`src/rtl/instruction_fetch_if.sv`:
```
//------------------------------------------------------------------------------
// instruction_fetch_if
// Bundles the three buses around the fetch stage:
//   memory read port : mem_addr, mem_rd (out of fetch), mem_rdata, mem_ready (in)
//   redirect         : pc_load, pc_load_addr (in)
//   decoder handshake: instr_valid, instruction, operand, instr_len, instr_pc (out),
//                      instr_ready (in)
// Modport master is the fetch stage; modport slave is its environment
// (memory, execute stage and decoder).
//------------------------------------------------------------------------------
interface instruction_fetch_if;
   logic [15:0] mem_addr;
   logic        mem_rd;
   logic [7:0]  mem_rdata;
   logic        mem_ready;
   logic        pc_load;
   logic [15:0] pc_load_addr;
   logic        instr_valid;
   logic        instr_ready;
   logic [7:0]  instruction;
   logic [15:0] operand;
   logic [1:0]  instr_len;
   logic [15:0] instr_pc;

   modport master (
      output mem_addr, mem_rd, instr_valid, instruction, operand, instr_len, instr_pc,
      input  mem_rdata, mem_ready, pc_load, pc_load_addr, instr_ready
   );

   modport slave (
      input  mem_addr, mem_rd, instr_valid, instruction, operand, instr_len, instr_pc,
      output mem_rdata, mem_ready, pc_load, pc_load_addr, instr_ready
   );
endinterface

```
`src/rtl/instruction_fetch.sv`:
```
//------------------------------------------------------------------------------
// instruction_fetch
// Front end of the 6502 decoder. Owns the 16-bit PC, optionally loads it from
// the reset vector, fetches opcode plus 0-2 operand bytes one byte per read and
// presents the complete instruction to the decoder with valid/ready.
// Ports:
//   clk  - rising-edge clock
//   rst  - synchronous active-high reset
//   bus  - instruction_fetch_if.master (memory port, redirect, decoder bundle)
//------------------------------------------------------------------------------
module instruction_fetch #(
   parameter logic [15:0] RESET_VEC_ADDR = 16'hFFFC,
   parameter bit          USE_VECTOR     = 1'b1,
   parameter logic [15:0] START_PC       = 16'h0000
) (
   input  logic                  clk,
   input  logic                  rst,
   instruction_fetch_if.master   bus
);

   typedef enum logic [2:0] {
      VEC_LO, VEC_HI, OP, OPR_LO, OPR_HI, HOLD
   } state_t;

   localparam state_t RESET_STATE = USE_VECTOR ? VEC_LO : OP;

   state_t      state_q, state_d;
   logic [15:0] pc_q, pc_d;
   logic [7:0]  instruction_q, instruction_d;
   logic [15:0] operand_q, operand_d;
   logic [1:0]  len_q, len_d;
   logic [15:0] instr_pc_q, instr_pc_d;

   logic        rd_req;
   logic        rd_done;
   logic [15:0] rd_addr;
   logic        redirect;

   // Instruction length from the opcode alone; 1-byte cases win over the rest.
   function automatic logic [1:0] opcode_len(input logic [7:0] o);
      if (o[3:0] == 4'h8 || o[3:0] == 4'hA || o == 8'h00 || o == 8'h40 || o == 8'h60)
         return 2'd1;
      else if (o[3:2] == 2'b11 || o == 8'h20 || ((o[3:0] == 4'h9 || o[3:0] == 4'hB) && o[4]))
         return 2'd3;
      else
         return 2'd2;
   endfunction

   assign rd_req   = (state_q != HOLD);
   assign rd_done  = rd_req && bus.mem_ready;
   // Redirects are ignored while the vector is still being loaded.
   assign redirect = bus.pc_load && (state_q != VEC_LO) && (state_q != VEC_HI);

   always_comb begin
      unique case (state_q)
         VEC_LO:  rd_addr = RESET_VEC_ADDR;
         VEC_HI:  rd_addr = RESET_VEC_ADDR + 16'd1;
         default: rd_addr = pc_q;
      endcase
   end

   // Outputs read as zero while reset is asserted, including the read strobe.
   assign bus.mem_rd      = rd_req && !rst;
   assign bus.mem_addr    = rst ? 16'h0000 : rd_addr;
   assign bus.instr_valid = (state_q == HOLD) && !rst;
   assign bus.instruction = instruction_q;
   assign bus.operand     = operand_q;
   assign bus.instr_len   = len_q;
   assign bus.instr_pc    = instr_pc_q;

   // NOTE: every signal driven here gets a default first so no latch is inferred.
   always_comb begin
      state_d       = state_q;
      pc_d          = pc_q;
      instruction_d = instruction_q;
      operand_d     = operand_q;
      len_d         = len_q;
      instr_pc_d    = instr_pc_q;

      if (redirect) begin
         // Drops any in-flight read and any bundle waiting in HOLD.
         state_d = OP;
         pc_d    = bus.pc_load_addr;
      end else begin
         unique case (state_q)
            VEC_LO: if (rd_done) begin
               pc_d[7:0] = bus.mem_rdata;
               state_d   = VEC_HI;
            end
            VEC_HI: if (rd_done) begin
               pc_d[15:8] = bus.mem_rdata;
               state_d    = OP;
            end
            OP: if (rd_done) begin
               instruction_d = bus.mem_rdata;
               instr_pc_d    = pc_q;
               operand_d     = 16'h0000;
               len_d         = opcode_len(bus.mem_rdata);
               pc_d          = pc_q + 16'd1;
               state_d       = (opcode_len(bus.mem_rdata) == 2'd1) ? HOLD : OPR_LO;
            end
            OPR_LO: if (rd_done) begin
               operand_d[7:0] = bus.mem_rdata;
               pc_d           = pc_q + 16'd1;
               state_d        = (len_q == 2'd2) ? HOLD : OPR_HI;
            end
            OPR_HI: if (rd_done) begin
               operand_d[15:8] = bus.mem_rdata;
               pc_d            = pc_q + 16'd1;
               state_d         = HOLD;
            end
            HOLD: if (bus.instr_ready) state_d = OP;
            default: state_d = RESET_STATE;
         endcase
      end
   end

   // NOTE: state registers use non-blocking assignments so all flops update together.
   always_ff @(posedge clk) begin
      if (rst) begin
         state_q       <= RESET_STATE;
         pc_q          <= START_PC;
         instruction_q <= 8'h00;
         operand_q     <= 16'h0000;
         len_q         <= 2'd0;
         instr_pc_q    <= 16'h0000;
      end else begin
         state_q       <= state_d;
         pc_q          <= pc_d;
         instruction_q <= instruction_d;
         operand_q     <= operand_d;
         len_q         <= len_d;
         instr_pc_q    <= instr_pc_d;
      end
   end

endmodule

```
`src/flat_wrapper.sv`:
```
// flat-port wrapper written by rule: the top's interface ports become plain ports
module instruction_fetch_flat 
#(
   parameter logic [15:0] RESET_VEC_ADDR = 16'hFFFC,
   parameter bit          USE_VECTOR     = 1'b1,
   parameter logic [15:0] START_PC       = 16'h0000
)
  (clk, rst, bus_mem_addr, bus_mem_rd, bus_instr_valid, bus_instruction, bus_operand, bus_instr_len, bus_instr_pc, bus_mem_rdata, bus_mem_ready, bus_pc_load, bus_pc_load_addr, bus_instr_ready);
  instruction_fetch_if bus_i ();
  input  logic clk;
  input  logic rst;
  output wire logic [$bits(bus_i.mem_addr)-1:0] bus_mem_addr;
  output wire logic [$bits(bus_i.mem_rd)-1:0] bus_mem_rd;
  output wire logic [$bits(bus_i.instr_valid)-1:0] bus_instr_valid;
  output wire logic [$bits(bus_i.instruction)-1:0] bus_instruction;
  output wire logic [$bits(bus_i.operand)-1:0] bus_operand;
  output wire logic [$bits(bus_i.instr_len)-1:0] bus_instr_len;
  output wire logic [$bits(bus_i.instr_pc)-1:0] bus_instr_pc;
  input wire logic [$bits(bus_i.mem_rdata)-1:0] bus_mem_rdata;
  input wire logic [$bits(bus_i.mem_ready)-1:0] bus_mem_ready;
  input wire logic [$bits(bus_i.pc_load)-1:0] bus_pc_load;
  input wire logic [$bits(bus_i.pc_load_addr)-1:0] bus_pc_load_addr;
  input wire logic [$bits(bus_i.instr_ready)-1:0] bus_instr_ready;
  assign bus_mem_addr = bus_i.mem_addr;
  assign bus_mem_rd = bus_i.mem_rd;
  assign bus_instr_valid = bus_i.instr_valid;
  assign bus_instruction = bus_i.instruction;
  assign bus_operand = bus_i.operand;
  assign bus_instr_len = bus_i.instr_len;
  assign bus_instr_pc = bus_i.instr_pc;
  assign bus_i.mem_rdata = bus_mem_rdata;
  assign bus_i.mem_ready = bus_mem_ready;
  assign bus_i.pc_load = bus_pc_load;
  assign bus_i.pc_load_addr = bus_pc_load_addr;
  assign bus_i.instr_ready = bus_instr_ready;
  instruction_fetch #(.RESET_VEC_ADDR(RESET_VEC_ADDR), .USE_VECTOR(USE_VECTOR), .START_PC(START_PC)) u_core (.clk(clk), .rst(rst), .bus(bus_i));
endmodule
```
`config.mk`:
```
export PLATFORM = sky130hd
export DESIGN_NAME = instruction_fetch_flat
export DESIGN_NICKNAME = d
export VERILOG_FILES = /design/src/rtl/instruction_fetch_if.sv /design/src/rtl/instruction_fetch.sv /design/src/flat_wrapper.sv
export SDC_FILE = /design/constraint.sdc
export NUM_CORES = 1
export LEC_CHECK = 0
export CAP_MARGIN = 20
export CORE_UTILIZATION = 57
export CTS_CLUSTER_SIZE = 30
export DETAILED_ROUTE_END_ITERATION = 12
export DONT_BUFFER_PORTS = 1
export MAX_ROUTING_LAYER = met4
export PLACE_DENSITY = 0.72
export RECOVER_POWER = 25
export SLEW_MARGIN = 20
export SYNTH_ARGS = -nofsm -noshare
export SYNTH_HDL_FRONTEND = slang
export SYNTH_SLANG_ARGS = --single-unit
```
`constraint.sdc`:
```
create_clock -name clk -period 1.59 [get_ports clk]
set_input_delay 0.318 -clock clk [delete_from_list [all_inputs] [get_ports clk]]
set_output_delay 0.318 -clock clk [all_outputs]
set_load 0.05 [all_outputs]
```
==> flow_summary_export.csv, run 1 <==
group,metric,value,unit
sta,setup_tns,-10250,ps
place,dpl.hpwl,8.00,mm
logic_synthesis,syn_nets,509,
power,p_per_area,1140,nW/µm²
layout,syn2layout_area_growth,53.9,%
grt,grt_pass1_wl,20.5,mm
setup_path,path_max_fanout,6,
sta,setup_viol,59,
detailed_routing,vias_per_cell,6.94,
detailed_routing,first_iter_violations,502,
sta,slew_headroom,62.8,%
logic_synthesis,post-synth-top-area-cell,"dfxtp_1",
sta,finalWorstSetupSlack,-303,ps
place,dp_slack,-137,ps
power,irDropWorstVdd,0.786,mV
sta,max_freq,528,MHz
detailed_routing,drt_first_pass_iters,7,
sta,finalHoldViolations,0,
logic_synthesis,yosys_warnings,0,
logic_synthesis,ys_ff_latch,61,
sta,slew_violations,0,
grt,track_usage,43.3,%
setup_path,arrival,2150,ps
logic_synthesis,synth_seq_area_share,34.9,%
floorplan,fp.dieW,80.4,µm
layout,drive_gt1_share,41.6,%
clock_tree,holdBufCountCts,0,
setup_path,start_kind,"register",
grt,grt_max_degree,77,
detailed_routing,ant_nets,0,
logic_synthesis,yosysTopAreaCellShare,34.9,%
layout,finalNetCount,588,
sta,post-route-period-util,119,%
grt,grt-ovfl-total,0,
floorplan,rows,28,
sta,clock_skew,11.1,ps
clock_tree,cts_buffers,9,
sta,timing.hold.ws,35.0,ps
place,placed_cells_incl_taps,601,
logic_synthesis,syn_avg_cell_area,7.31,µm²
logic_synthesis,synth.distinct_cells,74,
sta,tightest_slew,558,ps
layout,final_util,91.1,%
setup_path,required,1850,ps
logic_synthesis,yosys-top-cells-area,"dfxtp_1, nand2_1, a21oi_1",
detailed_routing,via_count,4426,
clock_tree,cts_tree,"done",
layout,final_area,5390,µm²
clock_tree,cts_max_path_buffers,2,
floorplan,pin_count,89,
place,io_buffer_count,0,
grt,grt_antenna_before_repair,0,
detailed_routing,wl,14.8,mm
detailed_routing,post_drt_wl_per_cell,23.3,µm
place,gp_congestion,0.902,
floorplan,start_util,59.2,%
logic_synthesis,synth_edf_count,0,
logic_synthesis,synth_cells,479,
logic_synthesis,netlist_area,3500,µm²
clock_tree,numClockSinks,61,
detailed_routing,drc,0,
layout,antennaDiodeCount,0,
power,design_power_total,6.17,mW
layout,final_cells,638,
logic_synthesis,ys.flop_type,"dfxtp_1",
outcome,failed_checks,"setup timing",
setup_path,cp-end-kind,"register",
outcome,status,"complete, but fails checks",
logic_synthesis,ys_async_sr_fraction,0,%
clock_tree,root_buffer,"clkbuf_8",
clock_tree,path_clk_slew,70,ps
place,place_area,4450,µm²
sta,grt_setup_unrepaired,"true",
sta,min_period,1890,ps
floorplan,die_area,6460,µm²
floorplan,core,5920,µm²
clock_tree,cts-htree-levels,3,
flow_run,cap_violations,0,
grt,grt_pass1_vias,4062,
setup_path,critPathKind,"register to register",
clock_tree,insertion_delay,350,ps
floorplan,die_height,80.4,µm
worst_hold_path,hold_path.class,"primary input to register",
power,p_leak,1.98,nW
[cells in the mapped netlist, types with 3 or more instances]
| cell | number |
|---|---|
| o211ai_1 | 4 |
| nand3_1 | 19 |
| a211oi_1 | 10 |
| a221o_1 | 3 |
| nand2_1 | 90 |
| o21ai_0 | 12 |
| nor3_1 | 8 |
| nor2b_1 | 3 |
| nand4_1 | 4 |
| buf_2 | 19 |
| o221ai_1 | 6 |
| or2_2 | 3 |
| clkbuf_1 | 19 |
| o21ai_1 | 10 |
| a21oi_1 | 66 |
| or3_1 | 3 |
| a221oi_1 | 3 |
| nand2b_1 | 5 |
| inv_1 | 6 |
| dfxtp_1 | 61 |
| nor4_1 | 3 |
| buf_4 | 4 |
| a22oi_1 | 3 |
| nor2_1 | 50 |
| o22ai_1 | 5 |
[worst paths after layout]
| kind | cells past startpoint | slack, ps | to | start |
|---|---|---|---|---|
| hold / removal | 1 | 30 | u_core.bus.instr_pc[11] | rst |
| hold reg to reg | 2 | 550 | u_core.bus.instr_pc[15] | u_core.pc_q[15] |
| setup reg to reg | 9 | -300 | u_core.pc_q[14] | u_core.state_q[1] |
| setup / recovery | 9 | -300 | u_core.pc_q[14] | u_core.state_q[1] |
[cells in the final DEF, fill, tap and decap left out, types with 13 or more instances in the layout]
master / count
a21oi_1: 53
buf_12: 21
buf_4: 70
buf_6: 15
clkbuf_8: 13
dfxtp_1: 53
nand2_1: 89
nand3_1: 17
nor2_1: 27
nor2_4: 24
[routing by layer]
metal	vias to the layer above	track usage, %	part of all wire [%]
met4	0	21.6	5.6
met5	-	-	0
li1	1863	-	-
met1	2048	50.3	35
met2	400	70.5	48
met3	115	9.20	11
[registers in the layout (all words and copies together) (netlist names)]
| signal | count |
|---|---|
| u_core.state_q | 3 |
| u_core.bus.instr_pc | 16 |
| u_core.bus.instr_len | 2 |
| u_core.bus.instruction | 8 |
| u_core.pc_q | 16 |
| u_core.bus.operand | 16 |
[cell type report]
| type | count | area [µm²] |
|---|---|---|
| flip-flops and latches | 61 | 1240 |
| fillers | 241 | 529 |
| repair buffers | 113 | 1200 |
| multi-input cells | 366 | 2580 |
| inverters | 7 | 31.3 |
| clock inverters | 3 | 65.1 |
| well taps | 75 | 93.8 |
| clock buffers | 13 | 179 |
[power breakdown]
group / switching (mW) / internal, mW
logic: 1.40 / 1.21
clock network: 0.667 / 1.05
registers: 0.197 / 1.64
[logic make-up after synthesis]
family	count (synthesis)	share of synthesized area, %
compound gates	146	26.6
flops	61	34.9
buf+inv	52	6.86
simple gates	214	29.9
mux	2	0.643
fa+ha+maj	1	0.357
xor+xnor	3	0.750
[critical path, stage by stage, from the launching register on]
cell and delay [ps]:
dfxtp_4 360, buf_4 160, buf_4 140, nor3b_4 240, buf_4 170, buf_6 100
o22ai_1 80, nor4_1 210, o21ai_1 130, a21oi_1 210
[repair_timing]
item / CTS / global route
pin swaps: 19 / 33
endpoints found under the setup margin: 61 / 76
setup buffers: 10 / 7
gates cloned: 4 / 0
resized for setup: 66 / 62
No activity file was read; power rests on OpenSTA's default activity.
==> inputs of run 2 (changes only) <==
- GPL_ROUTABILITY_DRIVEN: not set -> 0
==> run 2 against run 1 <==
Net effect:
- largest power group unchanged
- clock power fell by 27%
- sequential power is essentially flat
- non-clock buffer count rose by 7
- the run still ends with setup timing left
- largest cell class unchanged
- maximum frequency shrank 5.1%
- combinational power increased by 13%
==> flow_summary_export.csv, run 2 (same netlist as run 1, synthesis figures left out) <==
group,metric,value,unit
layout,final_cell_mix,"nand2_1, buf_4, dfxtp_1",
detailed_routing,via_count,4990,
grt,grt_pass1_vias,4373,
floorplan,die_height,80.4,µm
grt,grt_antenna_before_repair,2,
floorplan,start_util,59.2,%
detailed_routing,post_drt_wl_per_cell,29.0,µm
clock_tree,cts_max_path_buffers,2,
clock_tree,path_clk_slew,70,ps
outcome,status,"complete, but fails checks",
clock_tree,insertion_delay,360,ps
place,dpl.hpwl,7.82,mm
layout,regArea,1250,µm²
power,p_leak,2.07,nW
floorplan,fp.dieW,80.4,µm
sta,clock_skew,8.42,ps
floorplan,die_area,6460,µm²
sta,slew_violations,0,
sta,min_period,1990,ps
detailed_routing,routed.top_layer,"met4",
detailed_routing,wl,18.7,mm
detailed_routing,vias_per_cell,7.74,
setup_path,path_max_fanout,3,
layout,syn2layout_area_growth,58.3,%
sta,max_freq,501,MHz
sta,grt_setup_unrepaired,"true",
power,design_power_total,6.07,mW
setup_path,cpPeakStageDelay,440,ps
power,p_per_area,1090,nW/µm²
worst_hold_path,hold_path.class,"primary input to register",
detailed_routing,ant_nets,0,
grt,grt-ovfl-total,0,
sta,setup_viol,70,
setup_path,slowest_stage,"nor4_1",
outcome,failed_checks,"setup timing",
detailed_routing,first_iter_violations,1063,
power,irDropWorstVdd,0.884,mV
setup_path,path_cells,"ha_4 -> nand4_1 -> buf_4 -> nor4_1 -> o21ai_1 -> a211o_1 -> a21oi_1",
setup_path,critPathKind,"register to register",
clock_tree,root_buffer,"clkbuf_8",
detailed_routing,drt_first_pass_iters,12,
layout,finalNetCount,595,
sta,slew_headroom,63.2,%
place,io_buffer_count,0,
detailed_routing,dr_wl_met2,7.75,mm
grt,grt_pass1_wl,22.6,mm
layout,fillers,181,
clock_tree,cts-htree-levels,3,
layout,multi_input_area,2680,µm²
sta,finalWorstSetupSlack,-404,ps
sta,post-route-period-util,125,%
floorplan,core,5920,µm²
detailed_routing,wl_met1,6.05,mm
setup_path,required,1880,ps
floorplan,rows,28,
grt,track_usage,48.4,%
clock_tree,cts_buffers,9,
setup_path,start_kind,"register",
sta,tightest_slew,551,ps
setup_path,cp-end-kind,"register",
sta,finalHoldViolations,0,
setup_path,arrival,2280,ps
layout,drive_gt1_share,46.1,%
layout,layout.cells.most_common,"nand2_1",
detailed_routing,drc,0,
floorplan,pin_count,89,
grt,grt_max_degree,77,
clock_tree,numClockSinks,61,
flow_run,cap_violations,0,
detailed_routing,route.met3.wl,2.96,mm
sta,setup_tns,-11770,ps
layout,final_util,93.7,%
clock_tree,cts_tree,"done",
run 2: cell count changes in the layout (fill, tap and decap cells not counted), sizes merged:
cell | previous run | this run
buf | 111 | 116
bufinv | 2 | 0
clkbuf | 15 | 16
clkinv | 2 | 3
diode | 0 | 2
run 2: power by group:
| part | total [mW] | internal, mW | switching [mW] |
|---|---|---|---|
| Combinational | 2.95 | 1.31 | 1.64 |
| Clock | 1.26 | 0.629 | 0.632 |
| Sequential | 1.86 | 1.64 | 0.217 |
run 2: stage by stage:
stage                     area, µm²  cells  setup slack [ps]  hold slack, ps
final                          5550    645              -404            27.2
after global routing           5550    645              -479            20.1
after CTS                      5140    632              -236            37.4
after detailed placement       4380    594              -153             396
after global placement         4380    594              -131             395
after floorplan                3620    479              -200             450
run 2: worst paths after layout:
check / startpoint / endpoint / slack [ps] / depth (start not counted)
min reg2reg: u_core.pc_q[7] / u_core.bus.instr_pc[7] / 560 / 2
max reg2reg: u_core.pc_q[0] / u_core.pc_q[12] / -400 / 7
min: rst / u_core.pc_q[12] / 30 / 1
max: u_core.pc_q[0] / u_core.pc_q[12] / -400 / 7
run 2: final cells by class:
cell class / instances / share of cell area (%)
Antenna cell: 2 / 0.0902
Clock inverter: 2 / 0.180
Sequential cell: 61 / 22.5
Inverter: 7 / 0.564
Clock buffer: 12 / 2.80
Tap cell: 75 / 1.69
Timing Repair Buffer: 120 / 23.9
Multi-Input combinational cell: 366 / 48.3
run 2: timing repair:
item / in CTS / in global routing
setup endpoints to repair: 62 / 78
buffers inserted: 21 / 11
cloned: 3 / 3
resized for setup: 94 / 72
pin swaps: 28 / 36
hold buffers: 0 / 0
run 2: per-layer routing:
metal	vias up	global-route usage [%]
met1	2214	53.5
met4	0	35.0
met3	277	19.2
li1	1874	-
met5	-	-
met2	625	70.4
run 2: critical path: cells and delay by family (launching register included):
family	cells	cell delay, ps
flops	1	380
compound gates	3	580
fa+ha+maj	1	160
simple gates	2	600
buf+inv	1	200
